$ cat config.mk
export PLATFORM = sky130hd
export DESIGN_NAME = ahb_lite_interconnect_flat
export DESIGN_NICKNAME = d
export VERILOG_FILES = /design/src/rtl/ahb_ic_pkg.sv /design/src/rtl/ahb_lite_interconnect_if.sv /design/src/rtl/ahb_default_slave.sv /design/src/rtl/ahb_lite_interconnect.sv /design/src/flat_wrapper.sv
export SDC_FILE = /design/constraint.sdc
export NUM_CORES = 1
export LEC_CHECK = 0
export ABC_CLOCK_PERIOD_IN_PS = 3050
export BUFFER_PORTS_ARGS = -buffer_cell sky130_fd_sc_hd__clkbuf_2
export CORE_AREA = 2 2 133 135
export DETAILED_ROUTE_END_ITERATION = 8
export DIE_AREA = 0 0 135 137
export PLACE_DENSITY = 0.41
export SYNTH_ARGS = -nofsm -noshare
export SYNTH_HDL_FRONTEND = slang
export SYNTH_HIERARCHICAL = 1
export SYNTH_SLANG_ARGS = --single-unit
$ cat constraint.sdc
create_clock -name HCLK -period 3.05 [get_ports HCLK]
set_input_delay 0.305 -clock HCLK [delete_from_list [all_inputs] [get_ports HCLK]]
set_output_delay 0.305 -clock HCLK [all_outputs]
set_load 0.05 [all_outputs]
$ cat src/rtl/ahb_ic_pkg.sv
// Shared encodings for the AHB-Lite interconnect: HTRANS/HRESP values and
// the default-slave state type.
package ahb_ic_pkg;

   localparam logic [1:0] HTRANS_IDLE   = 2'd0;
   localparam logic [1:0] HTRANS_BUSY   = 2'd1;
   localparam logic [1:0] HTRANS_NONSEQ = 2'd2;
   localparam logic [1:0] HTRANS_SEQ    = 2'd3;

   localparam logic HRESP_OKAY  = 1'b0;
   localparam logic HRESP_ERROR = 1'b1;

   typedef enum logic [1:0] {
      DS_IDLE = 2'd0,
      DS_ERR1 = 2'd1,
      DS_ERR2 = 2'd2
   } ds_state_t;

endpackage

$ cat src/rtl/ahb_lite_interconnect_if.sv
// Bus bundle for the interconnect: master request/response plus per-slave fan-out.
// slave = interconnect side; master = environment side (master and slaves).
interface ahb_lite_interconnect_if #(
   parameter int NUM_SLAVES = 2,
   parameter int ADDR_WIDTH = 32,
   parameter int DATA_WIDTH = 32
);
   logic [ADDR_WIDTH-1:0]                  m_haddr_in;
   logic [1:0]                             m_htrans_in;
   logic                                   m_hwrite_in;
   logic [2:0]                             m_hsize_in;
   logic [2:0]                             m_hburst_in;
   logic [3:0]                             m_hprot_in;
   logic                                   m_hmastlock_in;
   logic [DATA_WIDTH-1:0]                  m_hwdata_in;
   logic [DATA_WIDTH-1:0]                  m_hrdata_out;
   logic                                   m_hready_out;
   logic                                   m_hresp_out;

   logic [NUM_SLAVES-1:0]                  s_hsel_out;
   logic [NUM_SLAVES-1:0][ADDR_WIDTH-1:0]  s_haddr_out;
   logic [NUM_SLAVES-1:0][1:0]             s_htrans_out;
   logic [NUM_SLAVES-1:0]                  s_hwrite_out;
   logic [NUM_SLAVES-1:0][2:0]             s_hsize_out;
   logic [NUM_SLAVES-1:0][2:0]             s_hburst_out;
   logic [NUM_SLAVES-1:0][3:0]             s_hprot_out;
   logic [NUM_SLAVES-1:0]                  s_hmastlock_out;
   logic [NUM_SLAVES-1:0][DATA_WIDTH-1:0]  s_hwdata_out;
   logic [NUM_SLAVES-1:0]                  s_hready_out;
   logic [NUM_SLAVES-1:0][DATA_WIDTH-1:0]  s_hrdata_in;
   logic [NUM_SLAVES-1:0]                  s_hready_in;
   logic [NUM_SLAVES-1:0]                  s_hresp_in;

   modport slave (
      input  m_haddr_in, m_htrans_in, m_hwrite_in, m_hsize_in, m_hburst_in,
             m_hprot_in, m_hmastlock_in, m_hwdata_in,
      output m_hrdata_out, m_hready_out, m_hresp_out,
      output s_hsel_out, s_haddr_out, s_htrans_out, s_hwrite_out, s_hsize_out,
             s_hburst_out, s_hprot_out, s_hmastlock_out, s_hwdata_out, s_hready_out,
      input  s_hrdata_in, s_hready_in, s_hresp_in
   );

   modport master (
      output m_haddr_in, m_htrans_in, m_hwrite_in, m_hsize_in, m_hburst_in,
             m_hprot_in, m_hmastlock_in, m_hwdata_in,
      input  m_hrdata_out, m_hready_out, m_hresp_out,
      input  s_hsel_out, s_haddr_out, s_htrans_out, s_hwrite_out, s_hsize_out,
             s_hburst_out, s_hprot_out, s_hmastlock_out, s_hwdata_out, s_hready_out,
      output s_hrdata_in, s_hready_in, s_hresp_in
   );

endinterface

$ cat src/rtl/ahb_default_slave.sv
// Default slave: answers an unmapped transfer with a two-cycle ERROR
// (hready low then high, hresp high in both).
module ahb_default_slave
   import ahb_ic_pkg::*;
(
   input  logic clk_i,
   input  logic rst_ni,
   input  logic req_i,
   output logic hready_o,
   output logic hresp_o
);

   ds_state_t state_q, state_d;

   always_ff @(posedge clk_i or negedge rst_ni) begin
      if (!rst_ni) state_q <= DS_IDLE;
      else         state_q <= state_d;
   end

   always_comb begin
      state_d = state_q;
      case (state_q)
         DS_IDLE: if (req_i) state_d = DS_ERR1;
         DS_ERR1: state_d = DS_ERR2;
         DS_ERR2: state_d = req_i ? DS_ERR1 : DS_IDLE;
         default: state_d = DS_IDLE;
      endcase
   end

   always_comb begin
      hready_o = 1'b1;
      hresp_o  = HRESP_OKAY;
      if (state_q == DS_ERR1) hready_o = 1'b0;
      if (state_q != DS_IDLE) hresp_o  = HRESP_ERROR;
   end

endmodule

$ cat src/rtl/ahb_lite_interconnect.sv
// Single-master, N-slave AHB-Lite interconnect with a built-in ERROR default slave.
// Optional error log (err_* ports) enabled by defining AHB_IC_ERRLOG_EN.
module ahb_lite_interconnect
   import ahb_ic_pkg::*;
#(
   parameter int NUM_SLAVES = 2,
   parameter int ADDR_WIDTH = 32,
   parameter int DATA_WIDTH = 32,
   parameter logic [NUM_SLAVES*ADDR_WIDTH-1:0] SLAVE_BASE_ADDR = '0,
   parameter logic [NUM_SLAVES*ADDR_WIDTH-1:0] SLAVE_LAST_ADDR = '0
) (
   input  logic                  HCLK,
   input  logic                  HRESETn,
   ahb_lite_interconnect_if.slave bus
`ifdef AHB_IC_ERRLOG_EN
   ,
   output logic                  err_valid_out,
   output logic [ADDR_WIDTH-1:0] err_addr_out,
   output logic                  err_write_out,
   input  logic                  err_clr_in
`endif
);

   logic                  active, unmapped, ds_hready, ds_hresp;
   logic [NUM_SLAVES-1:0] hit;
   logic [NUM_SLAVES-1:0] dp_sel_q, dp_sel_d;
   logic                  dp_def_q, dp_def_d, dp_act_q, dp_act_d;

   assign active   = (bus.m_htrans_in == HTRANS_NONSEQ) || (bus.m_htrans_in == HTRANS_SEQ);
   assign unmapped = active & ~|hit;

   // Descending scan so the lowest matching index overwrites the others.
   always_comb begin
      hit = '0;
      for (int i = NUM_SLAVES-1; i >= 0; i--) begin
         if (bus.m_haddr_in >= SLAVE_BASE_ADDR[i*ADDR_WIDTH +: ADDR_WIDTH] &&
             bus.m_haddr_in <= SLAVE_LAST_ADDR[i*ADDR_WIDTH +: ADDR_WIDTH]) begin
            hit    = '0;
            hit[i] = 1'b1;
         end
      end
   end

   assign bus.s_hsel_out   = (active && HRESETn) ? hit : '0;
   assign bus.s_hready_out = {NUM_SLAVES{bus.m_hready_out}};

   for (genvar g = 0; g < NUM_SLAVES; g++) begin : g_bcast
      assign bus.s_haddr_out[g]     = bus.m_haddr_in;
      assign bus.s_htrans_out[g]    = bus.m_htrans_in;
      assign bus.s_hwrite_out[g]    = bus.m_hwrite_in;
      assign bus.s_hsize_out[g]     = bus.m_hsize_in;
      assign bus.s_hburst_out[g]    = bus.m_hburst_in;
      assign bus.s_hprot_out[g]     = bus.m_hprot_in;
      assign bus.s_hmastlock_out[g] = bus.m_hmastlock_in;
      assign bus.s_hwdata_out[g]    = bus.m_hwdata_in;
   end

   // Address phase is only accepted when the current data phase completes.
   always_comb begin
      dp_sel_d = dp_sel_q;
      dp_def_d = dp_def_q;
      dp_act_d = dp_act_q;
      if (bus.m_hready_out) begin
         dp_sel_d = hit;
         dp_def_d = unmapped;
         dp_act_d = active;
      end
   end

   always_ff @(posedge HCLK or negedge HRESETn) begin
      if (!HRESETn) begin
         dp_sel_q <= '0;
         dp_def_q <= 1'b0;
         dp_act_q <= 1'b0;
      end else begin
         dp_sel_q <= dp_sel_d;
         dp_def_q <= dp_def_d;
         dp_act_q <= dp_act_d;
      end
   end

   ahb_default_slave u_default_slave (
      .clk_i    (HCLK),
      .rst_ni   (HRESETn),
      .req_i    (unmapped & bus.m_hready_out),
      .hready_o (ds_hready),
      .hresp_o  (ds_hresp)
   );

   always_comb begin
      bus.m_hready_out = 1'b1;
      bus.m_hresp_out  = HRESP_OKAY;
      bus.m_hrdata_out = '0;
      if (dp_def_q) begin
         bus.m_hready_out = ds_hready;
         bus.m_hresp_out  = ds_hresp;
      end else if (dp_act_q) begin
         for (int i = 0; i < NUM_SLAVES; i++) begin
            if (dp_sel_q[i]) begin
               bus.m_hready_out = bus.s_hready_in[i];
               bus.m_hresp_out  = bus.s_hresp_in[i];
               bus.m_hrdata_out = bus.s_hrdata_in[i];
            end
         end
      end
   end

`ifdef AHB_IC_ERRLOG_EN
   logic [ADDR_WIDTH-1:0] dp_addr_q, dp_addr_d, err_addr_q, err_addr_d;
   logic                  dp_write_q, dp_write_d, err_valid_q, err_valid_d;
   logic                  err_write_q, err_write_d, err_cap;

   // A clear arriving with a fresh first-ERROR cycle re-arms the capture.
   assign err_cap = (bus.m_hresp_out == HRESP_ERROR) & ~bus.m_hready_out &
                    (~err_valid_q | err_clr_in);

   always_comb begin
      dp_addr_d   = bus.m_hready_out ? bus.m_haddr_in  : dp_addr_q;
      dp_write_d  = bus.m_hready_out ? bus.m_hwrite_in : dp_write_q;
      err_valid_d = err_valid_q & ~err_clr_in;
      err_addr_d  = err_addr_q;
      err_write_d = err_write_q;
      if (err_cap) begin
         err_valid_d = 1'b1;
         err_addr_d  = dp_addr_q;
         err_write_d = dp_write_q;
      end
   end

   always_ff @(posedge HCLK or negedge HRESETn) begin
      if (!HRESETn) begin
         dp_addr_q   <= '0;
         dp_write_q  <= 1'b0;
         err_valid_q <= 1'b0;
         err_addr_q  <= '0;
         err_write_q <= 1'b0;
      end else begin
         dp_addr_q   <= dp_addr_d;
         dp_write_q  <= dp_write_d;
         err_valid_q <= err_valid_d;
         err_addr_q  <= err_addr_d;
         err_write_q <= err_write_d;
      end
   end

   assign err_valid_out = err_valid_q;
   assign err_addr_out  = err_addr_q;
   assign err_write_out = err_write_q;
`endif

endmodule
$ cat src/flat_wrapper.sv
// flat-port wrapper written by rule: the top's interface ports become plain ports
module ahb_lite_interconnect_flat import ahb_ic_pkg::*;
#(
   parameter int NUM_SLAVES = 2,
   parameter int ADDR_WIDTH = 32,
   parameter int DATA_WIDTH = 32,
   parameter logic [NUM_SLAVES*ADDR_WIDTH-1:0] SLAVE_BASE_ADDR = '0,
   parameter logic [NUM_SLAVES*ADDR_WIDTH-1:0] SLAVE_LAST_ADDR = '0
)
  (HCLK, HRESETn, bus_m_haddr_in, bus_m_htrans_in, bus_m_hwrite_in, bus_m_hsize_in, bus_m_hburst_in, bus_m_hprot_in, bus_m_hmastlock_in, bus_m_hwdata_in, bus_m_hrdata_out, bus_m_hready_out, bus_m_hresp_out, bus_s_hsel_out, bus_s_haddr_out, bus_s_htrans_out, bus_s_hwrite_out, bus_s_hsize_out, bus_s_hburst_out, bus_s_hprot_out, bus_s_hmastlock_out, bus_s_hwdata_out, bus_s_hready_out, bus_s_hrdata_in, bus_s_hready_in, bus_s_hresp_in);
  ahb_lite_interconnect_if #(.NUM_SLAVES(NUM_SLAVES), .ADDR_WIDTH(ADDR_WIDTH), .DATA_WIDTH(DATA_WIDTH)) bus_i ();
  input  logic HCLK;
  input  logic HRESETn;
  input wire logic [$bits(bus_i.m_haddr_in)-1:0] bus_m_haddr_in;
  input wire logic [$bits(bus_i.m_htrans_in)-1:0] bus_m_htrans_in;
  input wire logic [$bits(bus_i.m_hwrite_in)-1:0] bus_m_hwrite_in;
  input wire logic [$bits(bus_i.m_hsize_in)-1:0] bus_m_hsize_in;
  input wire logic [$bits(bus_i.m_hburst_in)-1:0] bus_m_hburst_in;
  input wire logic [$bits(bus_i.m_hprot_in)-1:0] bus_m_hprot_in;
  input wire logic [$bits(bus_i.m_hmastlock_in)-1:0] bus_m_hmastlock_in;
  input wire logic [$bits(bus_i.m_hwdata_in)-1:0] bus_m_hwdata_in;
  output wire logic [$bits(bus_i.m_hrdata_out)-1:0] bus_m_hrdata_out;
  output wire logic [$bits(bus_i.m_hready_out)-1:0] bus_m_hready_out;
  output wire logic [$bits(bus_i.m_hresp_out)-1:0] bus_m_hresp_out;
  output wire logic [$bits(bus_i.s_hsel_out)-1:0] bus_s_hsel_out;
  output wire logic [$bits(bus_i.s_haddr_out)-1:0] bus_s_haddr_out;
  output wire logic [$bits(bus_i.s_htrans_out)-1:0] bus_s_htrans_out;
  output wire logic [$bits(bus_i.s_hwrite_out)-1:0] bus_s_hwrite_out;
  output wire logic [$bits(bus_i.s_hsize_out)-1:0] bus_s_hsize_out;
  output wire logic [$bits(bus_i.s_hburst_out)-1:0] bus_s_hburst_out;
  output wire logic [$bits(bus_i.s_hprot_out)-1:0] bus_s_hprot_out;
  output wire logic [$bits(bus_i.s_hmastlock_out)-1:0] bus_s_hmastlock_out;
  output wire logic [$bits(bus_i.s_hwdata_out)-1:0] bus_s_hwdata_out;
  output wire logic [$bits(bus_i.s_hready_out)-1:0] bus_s_hready_out;
  input wire logic [$bits(bus_i.s_hrdata_in)-1:0] bus_s_hrdata_in;
  input wire logic [$bits(bus_i.s_hready_in)-1:0] bus_s_hready_in;
  input wire logic [$bits(bus_i.s_hresp_in)-1:0] bus_s_hresp_in;
  assign bus_i.m_haddr_in = bus_m_haddr_in;
  assign bus_i.m_htrans_in = bus_m_htrans_in;
  assign bus_i.m_hwrite_in = bus_m_hwrite_in;
  assign bus_i.m_hsize_in = bus_m_hsize_in;
  assign bus_i.m_hburst_in = bus_m_hburst_in;
  assign bus_i.m_hprot_in = bus_m_hprot_in;
  assign bus_i.m_hmastlock_in = bus_m_hmastlock_in;
  assign bus_i.m_hwdata_in = bus_m_hwdata_in;
  assign bus_m_hrdata_out = bus_i.m_hrdata_out;
  assign bus_m_hready_out = bus_i.m_hready_out;
  assign bus_m_hresp_out = bus_i.m_hresp_out;
  assign bus_s_hsel_out = bus_i.s_hsel_out;
  assign bus_s_haddr_out = bus_i.s_haddr_out;
  assign bus_s_htrans_out = bus_i.s_htrans_out;
  assign bus_s_hwrite_out = bus_i.s_hwrite_out;
  assign bus_s_hsize_out = bus_i.s_hsize_out;
  assign bus_s_hburst_out = bus_i.s_hburst_out;
  assign bus_s_hprot_out = bus_i.s_hprot_out;
  assign bus_s_hmastlock_out = bus_i.s_hmastlock_out;
  assign bus_s_hwdata_out = bus_i.s_hwdata_out;
  assign bus_s_hready_out = bus_i.s_hready_out;
  assign bus_i.s_hrdata_in = bus_s_hrdata_in;
  assign bus_i.s_hready_in = bus_s_hready_in;
  assign bus_i.s_hresp_in = bus_s_hresp_in;
  ahb_lite_interconnect #(.NUM_SLAVES(NUM_SLAVES), .ADDR_WIDTH(ADDR_WIDTH), .DATA_WIDTH(DATA_WIDTH), .SLAVE_BASE_ADDR(SLAVE_BASE_ADDR), .SLAVE_LAST_ADDR(SLAVE_LAST_ADDR)) u_core (.HCLK(HCLK), .HRESETn(HRESETn), .bus(bus_i));
endmodule
==> metrics.log, run 1 <==
[metrics] share of the yosys chip area belonging to registers: 7.26%
[metrics] Internal Dissipation: approximately 0.32 mW
[metrics] hold crit path type: primary input to flip-flop
[metrics] number of cells traversed by the worst hold path: 3
[metrics] Clock Tree Buf Depth: 2
[metrics] maximum operating frequency: about 460 MHz
[metrics] unrepaired setup endpoints after global routing: no
[metrics] Slowest-stage cell, CP: sky130_fd_sc_hd__nor4_1
[metrics] die footprint: 18,500 µm²
[metrics] share of the core filled with cells: 10.2%
[metrics] CP cell instances: clkbuf_2 -> nor4_1 -> nand4_1 -> nor2_1 -> and3_1 -> clkbuf_2
[metrics] sum of buffers and inverters on the critical path: 2
[metrics] Netlist cell types: 22
[metrics] worst endpoint data arrival time: 1.85 ns
[metrics] share of post-route cells with drive strength above 1: 72.7%
[metrics] total I/O pin count: 342
[metrics] area added between synthesis and finish: 1.02%
[metrics] hold violation count in the final report: 0
[metrics] Switching Fraction: approximately 47%
[metrics] clock slew at reported path FFs: 0.03 ns
[metrics] antenna violation net count after detailed routing: 0
[metrics] initial antenna violation count: 0
[metrics] via count of the first global-routing pass: a little over 1k
[metrics] number of inserted diodes: 0
[metrics] sum of negative setup slack: 0 ns
[metrics] core region area: 17,100 µm²
[metrics] start point of the worst hold path: bus_m_htrans_in[1]
[metrics] netlist area before placement: 1720 µm²
[metrics] violation count after the first detailed-routing iteration: 17
[metrics] H-tree lvl count: 1
[metrics] worst setup path start: bus_m_haddr_in[19]
[metrics] clock share of power: 35.4%
[metrics] Period minus WS final: 2.15 ns
[metrics] Critical Path Fanout Max: 4
[metrics] Period Utilization, post-route: between 70% and 80%
[metrics] sequential share of power: 12.8%
[metrics] GPL Wtd Cong: 0.647
[metrics] most common library cell in the layout ignoring fill and taps: sky130_fd_sc_hd__clkbuf_2
[metrics] later-pin clock latency in the skew report: 0.22 ns
[metrics] startpoint-to-endpoint class of the critical path: primary input to output pin
[metrics] Sw Pwr: 0.281 mW
[metrics] mean cell area of the mapped netlist: between 7 and 8 µm²
[metrics] worst-case clock skew: 0.00142 ns
[metrics] number of core rows: 48
[metrics] CTS tree: built
[metrics] final-layout fill cell count: 1,989
[metrics] post-synthesis net count: roughly 380
[metrics] worst flop-to-flop path startpoint: u_core/dp_act_q
[metrics] PortBufs: 171
[metrics] most frequent cells in the layout: sky130_fd_sc_hd__clkbuf_2, sky130_fd_sc_hd__and2_1, sky130_fd_sc_hd__nor4_1
[metrics] number of detailed-route iterations in the first pass: 3
[metrics] vertical die dimension: 137 µm
[metrics] post-synthesis register bit count: 5
[metrics] required time worst endpoint: 2.74 ns
[metrics] dominant cell type by count on the critical path: sky130_fd_sc_hd__clkbuf_2
[metrics] total number of vias: ~1.2k
[metrics] Hold Worst Slack: 0.426 ns
[metrics] Static Leak: approximately 1 nW
[metrics] global router's overall resource usage: 3.73%
[metrics] Root Buffer: sky130_fd_sc_hd__clkbuf_16
[metrics] synthesis warning total: 6
[metrics] capturing element type of the critical path: output pin
[metrics] PD cells: 346 nW/µm²
[metrics] Top delay family on crit path: simple AND/OR/NAND/NOR gates
[metrics] average vias per placed instance: 2.62
[metrics] mean routed wirelength per cell: between 8 and 9 µm
[metrics] total detailed-routing wirelength: 4.01 mm
[metrics] max-capacitance violation count: 0
[metrics] synthesized instance count: ~230
[metrics] number of remaining DRC errors: 0
[metrics] first-pass GRT wire length: about 5.1 mm
[metrics] path depth of the worst reg2reg path: 4
[metrics] clock net sink count: 5
[metrics] status: finished clean
[metrics] net count of the finished layout: just under 400
[metrics] count of final setup violators: 0
[metrics] element type at the critical path start: primary input
[metrics] Detail Placement HPWL: 3.66 mm
[metrics] CP peak stage delay: 0.39 ns
[metrics] Comb power frac: 51.8%
[metrics] number of buffers created by CTS: 3
[metrics] Worst VDD drop: 0.129 mV
[metrics] Initial Util: 10.1%
[metrics] pin count of the biggest net entering global routing: 35
[metrics] width of the chip: ~140 µm
[metrics] fin. max-slew vios: 0
[metrics] global-route congestion overflow total: 0
[metrics] number of cells on the critical path: 6
==> per-layer routing <==
layer,up-vias,global-route usage [%],share of wire [%]
li1,579,-,-
met1,496,2.88,29
met2,121,7.05,51
met3,28,1.26,15
met4,0,3.76,5.2
met5,-,0,0
==> power groups by stage <==
stage / combinational [mW] / sequential, mW / clock (mW)
2_1_floorplan: 0.597 / 0.0768 / 0
3_3_place_gp: 0.313 / 0.0781 / 0
3_5_place_dp: 0.313 / 0.0780 / 0
4_1_cts: 0.315 / 0.0773 / 0.218
5_1_grt: 0.325 / 0.0782 / 0.222
6_report: 0.312 / 0.0771 / 0.213
==> worst paths after layout <==
kind	slack, ns	endpoint
hold / removal	0.43	u_core/dp_def_q
min in group asynchronous	0.47	u_core/dp_act_q
max in group asynchronous	2.43	u_core/dp_def_q
setup reg to reg	1.59	u_core/dp_sel_q[0]
setup / recovery	0.90	bus_s_hsel_out[0]
hold reg to reg	0.43	u_core/u_default_slave/state_q[1]
==> worst min-delay path: cells and delay by family <==
| family | cells | cell delay, ns |
|---|---|---|
| compound gates | 1 | 0.06 |
| buf+inv | 1 | 0.13 |
| simple gates | 1 | 0.11 |
==> metrics by stage <==
| step | power [mW] | area [µm²] | setup slack, ns | instances |
|---|---|---|---|---|
| floorplan | 0.674 | 1720 | 1.41 | 228 |
| global placement | 0.392 | 1650 | 0.845 | 462 |
| detailed placement | 0.391 | 1650 | 0.817 | 462 |
| CTS | 0.610 | 1740 | 0.799 | 467 |
| global route | 0.625 | 1740 | 0.747 | 467 |
| finish | 0.602 | 1740 | 0.895 | 467 |
==> logic make-up after synthesis <==
group / count (synthesis) / share of synthesized area [%]
AOI/OAI and AO/OA: 4 / 2.18
DFF: 5 / 7.26
buffers and inverters: 165 / 71.0
other: 1 / 0.218
and+or+nand+nor: 52 / 18.7
muxes: 1 / 0.654
==> synthesized netlist by cell type, drive strengths merged <==
library cell	count	area, µm²
a21boi	1	18.8
a22o	1	8.76
and2	32	200
and3	1	6.26
and3b	1	8.76
buf	160	1200
clkbuf	3	11.3
conb	1	3.75
dfrtp	5	125
inv	2	7.51
mux2	1	11.3
nand2	1	3.75
nand2b	1	6.26
nand4	2	12.5
nor2	2	7.51
nor2b	2	12.5
nor4	8	50.1
o21ai	2	10.0
or2	1	6.26
or2b	1	7.51
==> timing repair <==
action | in CTS | in global routing
endpoints found under the hold margin | 5 | 0
setup buffers | 0 | 0
hold buffers | 1 | 0
resized for setup | 0 | 0
==> final cells by class <==
cell class,instances,area (µm²),area share [%]
repair buffers,173,873,50.2
multi-input cells,58,374,21.5
well taps,225,282,16.2
flip-flops and latches,5,125,7.19
clock buffers,4,78.8,4.53
inverters,2,7.51,0.431
==> registers in the layout, indices dropped and copies added (netlist names) <==
register	count
u_core/dp_def_q	1
u_core/dp_sel_q	1
u_core/u_default_slave/state_q	2
u_core/dp_act_q	1
Power figures use the tool's default switching activity.
==> run 2, diff against run 1 <==
--- a/config.mk
+++ b/config.mk
@@ -5,12 +5,13 @@
 export SDC_FILE = /design/constraint.sdc
 export NUM_CORES = 1
 export LEC_CHECK = 0
-export ABC_CLOCK_PERIOD_IN_PS = 3050
+export ABC_AREA = 1
+export ABC_CLOCK_PERIOD_IN_PS = 2300
 export BUFFER_PORTS_ARGS = -buffer_cell sky130_fd_sc_hd__clkbuf_2
-export CORE_AREA = 2 2 133 135
+export CORE_AREA = 2 2 132 134
 export DETAILED_ROUTE_END_ITERATION = 8
-export DIE_AREA = 0 0 135 137
-export PLACE_DENSITY = 0.41
+export DIE_AREA = 0 0 134 136
+export PLACE_DENSITY = 0.42
 export SYNTH_ARGS = -nofsm -noshare
 export SYNTH_HDL_FRONTEND = slang
 export SYNTH_HIERARCHICAL = 1
==> constraint.sdc (replaced) <==
create_clock -name HCLK -period 2.3 [get_ports HCLK]
set_input_delay 0.23 -clock HCLK [delete_from_list [all_inputs] [get_ports HCLK]]
set_output_delay 0.23 -clock HCLK [all_outputs]
set_load 0.05 [all_outputs]
==> metrics.log, run 2 <==
[metrics] status: finished clean
[metrics] PortBufs: roughly 170
[metrics] mean cell area of the mapped netlist: 6.35 µm²
[metrics] Switching Fraction: 47.7%
[metrics] Initial Util: 10.9%
[metrics] share of post-route cells with drive strength above 1: 60.2%
[metrics] number of core rows: 48
[metrics] number of inserted diodes: 0
[metrics] PD cells: 443 nW/µm²
[metrics] width of the chip: 134 µm
[metrics] simple-gate area share of the yosys netlist: 17.3%
[metrics] combinational family with the most area after synthesis: buffers and inverters
[metrics] fin. max-slew vios: 0
[metrics] number of cells traversed by the worst hold path: 4
[metrics] most flop-heavy register: u_core/u_default_slave/state_q
[metrics] endpoint of the lowest-slack register-to-register path: u_core/u_default_slave/state_q[0]
[metrics] initial antenna violation count: 0
[metrics] average vias per placed instance: 2.75
[metrics] CTS tree: built
[metrics] total power consumption of the routed design: about 0.82 mW
[metrics] post-route cell area: approximately 1900 µm²
[metrics] clock slew at reported path FFs: 0.03 ns
[metrics] via count of the first global-routing pass: 1,255
[metrics] worst endpoint data arrival time: 1.68 ns
[metrics] hold violation count in the final report: 0
[metrics] leading cell types by count after synthesis: sky130_fd_sc_hd__buf_4, sky130_fd_sc_hd__nor2_1, sky130_fd_sc_hd__inv_1, sky130_fd_sc_hd__nand2_1, sky130_fd_sc_hd__dfrtp_1
[metrics] required time worst endpoint: 2.07 ns
[metrics] Netlist cell types: 15
[metrics] capture point of the critical path: bus_s_hready_out[1]
[metrics] EDFF count, synth: 0
[metrics] hold crit path type: primary input to flip-flop
[metrics] Internal Dissipation: about 0.43 mW
[metrics] synthesis warning total: 6
[metrics] Yosys top cell by area: sky130_fd_sc_hd__buf_4
[metrics] path depth of the worst reg2reg path: 8
[metrics] worst-case clock skew: 0.000163 ns
[metrics] multiplexer share of the synthesized area: 0%
[metrics] maximum operating frequency: 525 MHz
[metrics] number of remaining DRC errors: 0
[metrics] setup slack of the most critical reg-to-reg path: between 0.7 and 0.8 ns
[metrics] pin count of the biggest net entering global routing: 35
[metrics] final-layout fill cell count: 1,983
[metrics] Root Buffer: sky130_fd_sc_hd__clkbuf_16
[metrics] post-cts gate resize count: 0
[metrics] capturing element type of the critical path: output pin
[metrics] mean routed wirelength per cell: around 8.5 µm
[metrics] net count of the finished layout: 453
[metrics] proportion of netlist area held by the largest area contributor: approximately two thirds
[metrics] post-synthesis net count: around 440
[metrics] post-synthesis register bit count: 5
[metrics] number of flip-flops in the largest register: 2
[metrics] sequential share of power: 12.6%
[metrics] violation count after the first detailed-routing iteration: 26
[metrics] complex-gate fraction of the synthesized area: ~1.9%
[metrics] Period Utilization, post-route: approximately 83%
[metrics] number of buffers created by CTS: 3
[metrics] top area cells in the synthesized netlist: sky130_fd_sc_hd__buf_4, sky130_fd_sc_hd__nor2_1, sky130_fd_sc_hd__inv_1, sky130_fd_sc_hd__dfrtp_1, sky130_fd_sc_hd__nand2_1
[metrics] Comb power frac: 53.4%
[metrics] worst setup path start: u_core/dp_def_q
[metrics] netlist area before placement: about 1800 µm²
[metrics] area added between synthesis and finish: 0.952%
[metrics] xor and xnor fraction of the mapped netlist area: 0%
[metrics] worst flop-to-flop path startpoint: u_core/dp_def_q
[metrics] Period minus WS final: between 1.5 and 2 ns
[metrics] clock net sink count: 5
[metrics] synthesized instance count: 290
[metrics] number of detailed-route iterations in the first pass: 4
[metrics] total detailed-routing wirelength: 4.50 mm
[metrics] startpoint-to-endpoint class of the critical path: flip-flop to output pin
[metrics] global router's overall resource usage: under 10%
[metrics] max-capacitance violation count: 0
[metrics] most frequent cells in the layout: sky130_fd_sc_hd__clkbuf_2, sky130_fd_sc_hd__nor2_1, sky130_fd_sc_hd__inv_1
[metrics] Sw Pwr: 0.392 mW
[metrics] sum of negative setup slack: 0 ns
[metrics] GPL Wtd Cong: 0.673
[metrics] H-tree lvl count: 1
[metrics] Worst VDD drop: 0.228 mV
[metrics] first-pass GRT wire length: roughly 6.3 mm
[metrics] global-route congestion overflow total: 0
[metrics] vertical die dimension: 136 µm
[metrics] clock share of power: 34.0%
[metrics] unrepaired setup endpoints after global routing: no
[metrics] Critical Path Fanout Max: 34
[metrics] total I/O pin count: ~340
[metrics] antenna violation net count after detailed routing: 0
[metrics] Clock Tree Buf Depth: 2
[metrics] share of the yosys chip area belonging to registers: 6.80%
[metrics] most repeated cell in the gate-level netlist after synthesis: sky130_fd_sc_hd__buf_4
[metrics] most common library cell in the layout ignoring fill and taps: sky130_fd_sc_hd__clkbuf_2
[metrics] Static Leak: approximately 1.2 nW
[metrics] count of final setup violators: 0
[metrics] adder-cell area share of the yosys netlist: 0%
[metrics] Hold Worst Slack: roughly 0.34 ns
[metrics] cell area reported after detailed placement: roughly 1800 µm²
[metrics] dominant synthesized flop cell: sky130_fd_sc_hd__dfrtp_1
[metrics] Detail Placement HPWL: 3.96 mm
[metrics] Async S/R FF share, synth: 100%
[metrics] core region area: 16,900 µm²
[metrics] total number of vias: 1,457
[metrics] die footprint: around 18,000 µm²
[metrics] later-pin clock latency in the skew report: 0.22 ns
[metrics] element type at the critical path start: flip-flop
run 2: cell types whose count changed after synthesis, sizes merged, moves of 2 or more:
cell | previous run | this run
nand2 | 1 | 19
o21ai | 2 | 4
inv | 2 | 40
nor2b | 2 | 0
nor2 | 2 | 56
and2 | 32 | 0
nand4 | 2 | 0
clkbuf | 3 | 0
nor4 | 8 | 0
buf | 160 | 162
run 2: routing by layer:
layer,vias up,track usage [%],part of all wire (%)
met5,-,0,0
met4,0,3.78,7.2
met3,35,2.65,18
met2,158,7.69,46
met1,556,3.69,29
li1,708,-,-
run 2: kinds of logic (layout without fill, tap and decap cells):
| family | count (synthesis) | count (layout) |
|---|---|---|
| other | 1 | 1 |
| AO/OA/AOI/OAI | 4 | 4 |
| buffers and inverters | 202 | 216 |
| AND/OR/NAND/NOR | 78 | 78 |
| flip-flops | 5 | 5 |
run 2: per-stage QoR:
step / setup slack (ns) / utilization (%) / std cells
final: 0.394 / 11.0 / 529
after global routing: 0.202 / 11.0 / 529
after CTS: 0.294 / 11.0 / 529
after global placement: 0.554 / 10.5 / 524
after floorplan: 0.431 / - / 290
after detailed placement: 0.547 / 10.5 / 524
run 2: critical path, cell delays in order (launching register included):
cell and delay (ns):
sky130_fd_sc_hd__dfrtp_1 0.38, sky130_fd_sc_hd__inv_2 0.08, sky130_fd_sc_hd__nand3_4 0.33, sky130_fd_sc_hd__o21ai_4 0.34, sky130_fd_sc_hd__inv_2 0.08, sky130_fd_sc_hd__clkbuf_2 0.24
run 2: layout make-up:
| cell class | instances | area, µm² | area share [%] |
|---|---|---|---|
| Clock buffer | 4 | 78.8 | 4.24 |
| Sequential cell | 5 | 125 | 6.73 |
| Tap cell | 225 | 282 | 15.2 |
| Inverter | 40 | 150 | 8.08 |
| Multi-Input combinational cell | 83 | 357 | 19.2 |
| Timing Repair Buffer | 172 | 866 | 46.6 |
run 2: how the worst min path moves through the flow:
stage	start	endpoint	slack, ns
floorplan	HRESETn	u_core/dp_act_q	-0.07
global placement	HRESETn	u_core/u_default_slave/state_q[0]	0.07
detailed placement	HRESETn	u_core/dp_def_q	0.07
CTS	bus_s_hready_in[0]	u_core/dp_sel_q[0]	0.35
global route	HRESETn	u_core/dp_act_q	0.39
finish	bus_s_hready_in[0]	u_core/dp_sel_q[0]	0.34
run 2: timing repair:
item | in CTS | in global routing
hold endpoints to repair | 5 | 0
setup buffers | 0 | 0
hold buffers | 1 | 0
run 2: power by group through the flow:
stage,combinational (mW),clock [mW],sequential (mW)
after floorplan,0.813,0,0.104
after global placement,0.443,0,0.105
after detailed placement,0.442,0,0.105
after CTS,0.445,0.284,0.104
after global routing,0.468,0.293,0.105
final,0.440,0.280,0.104
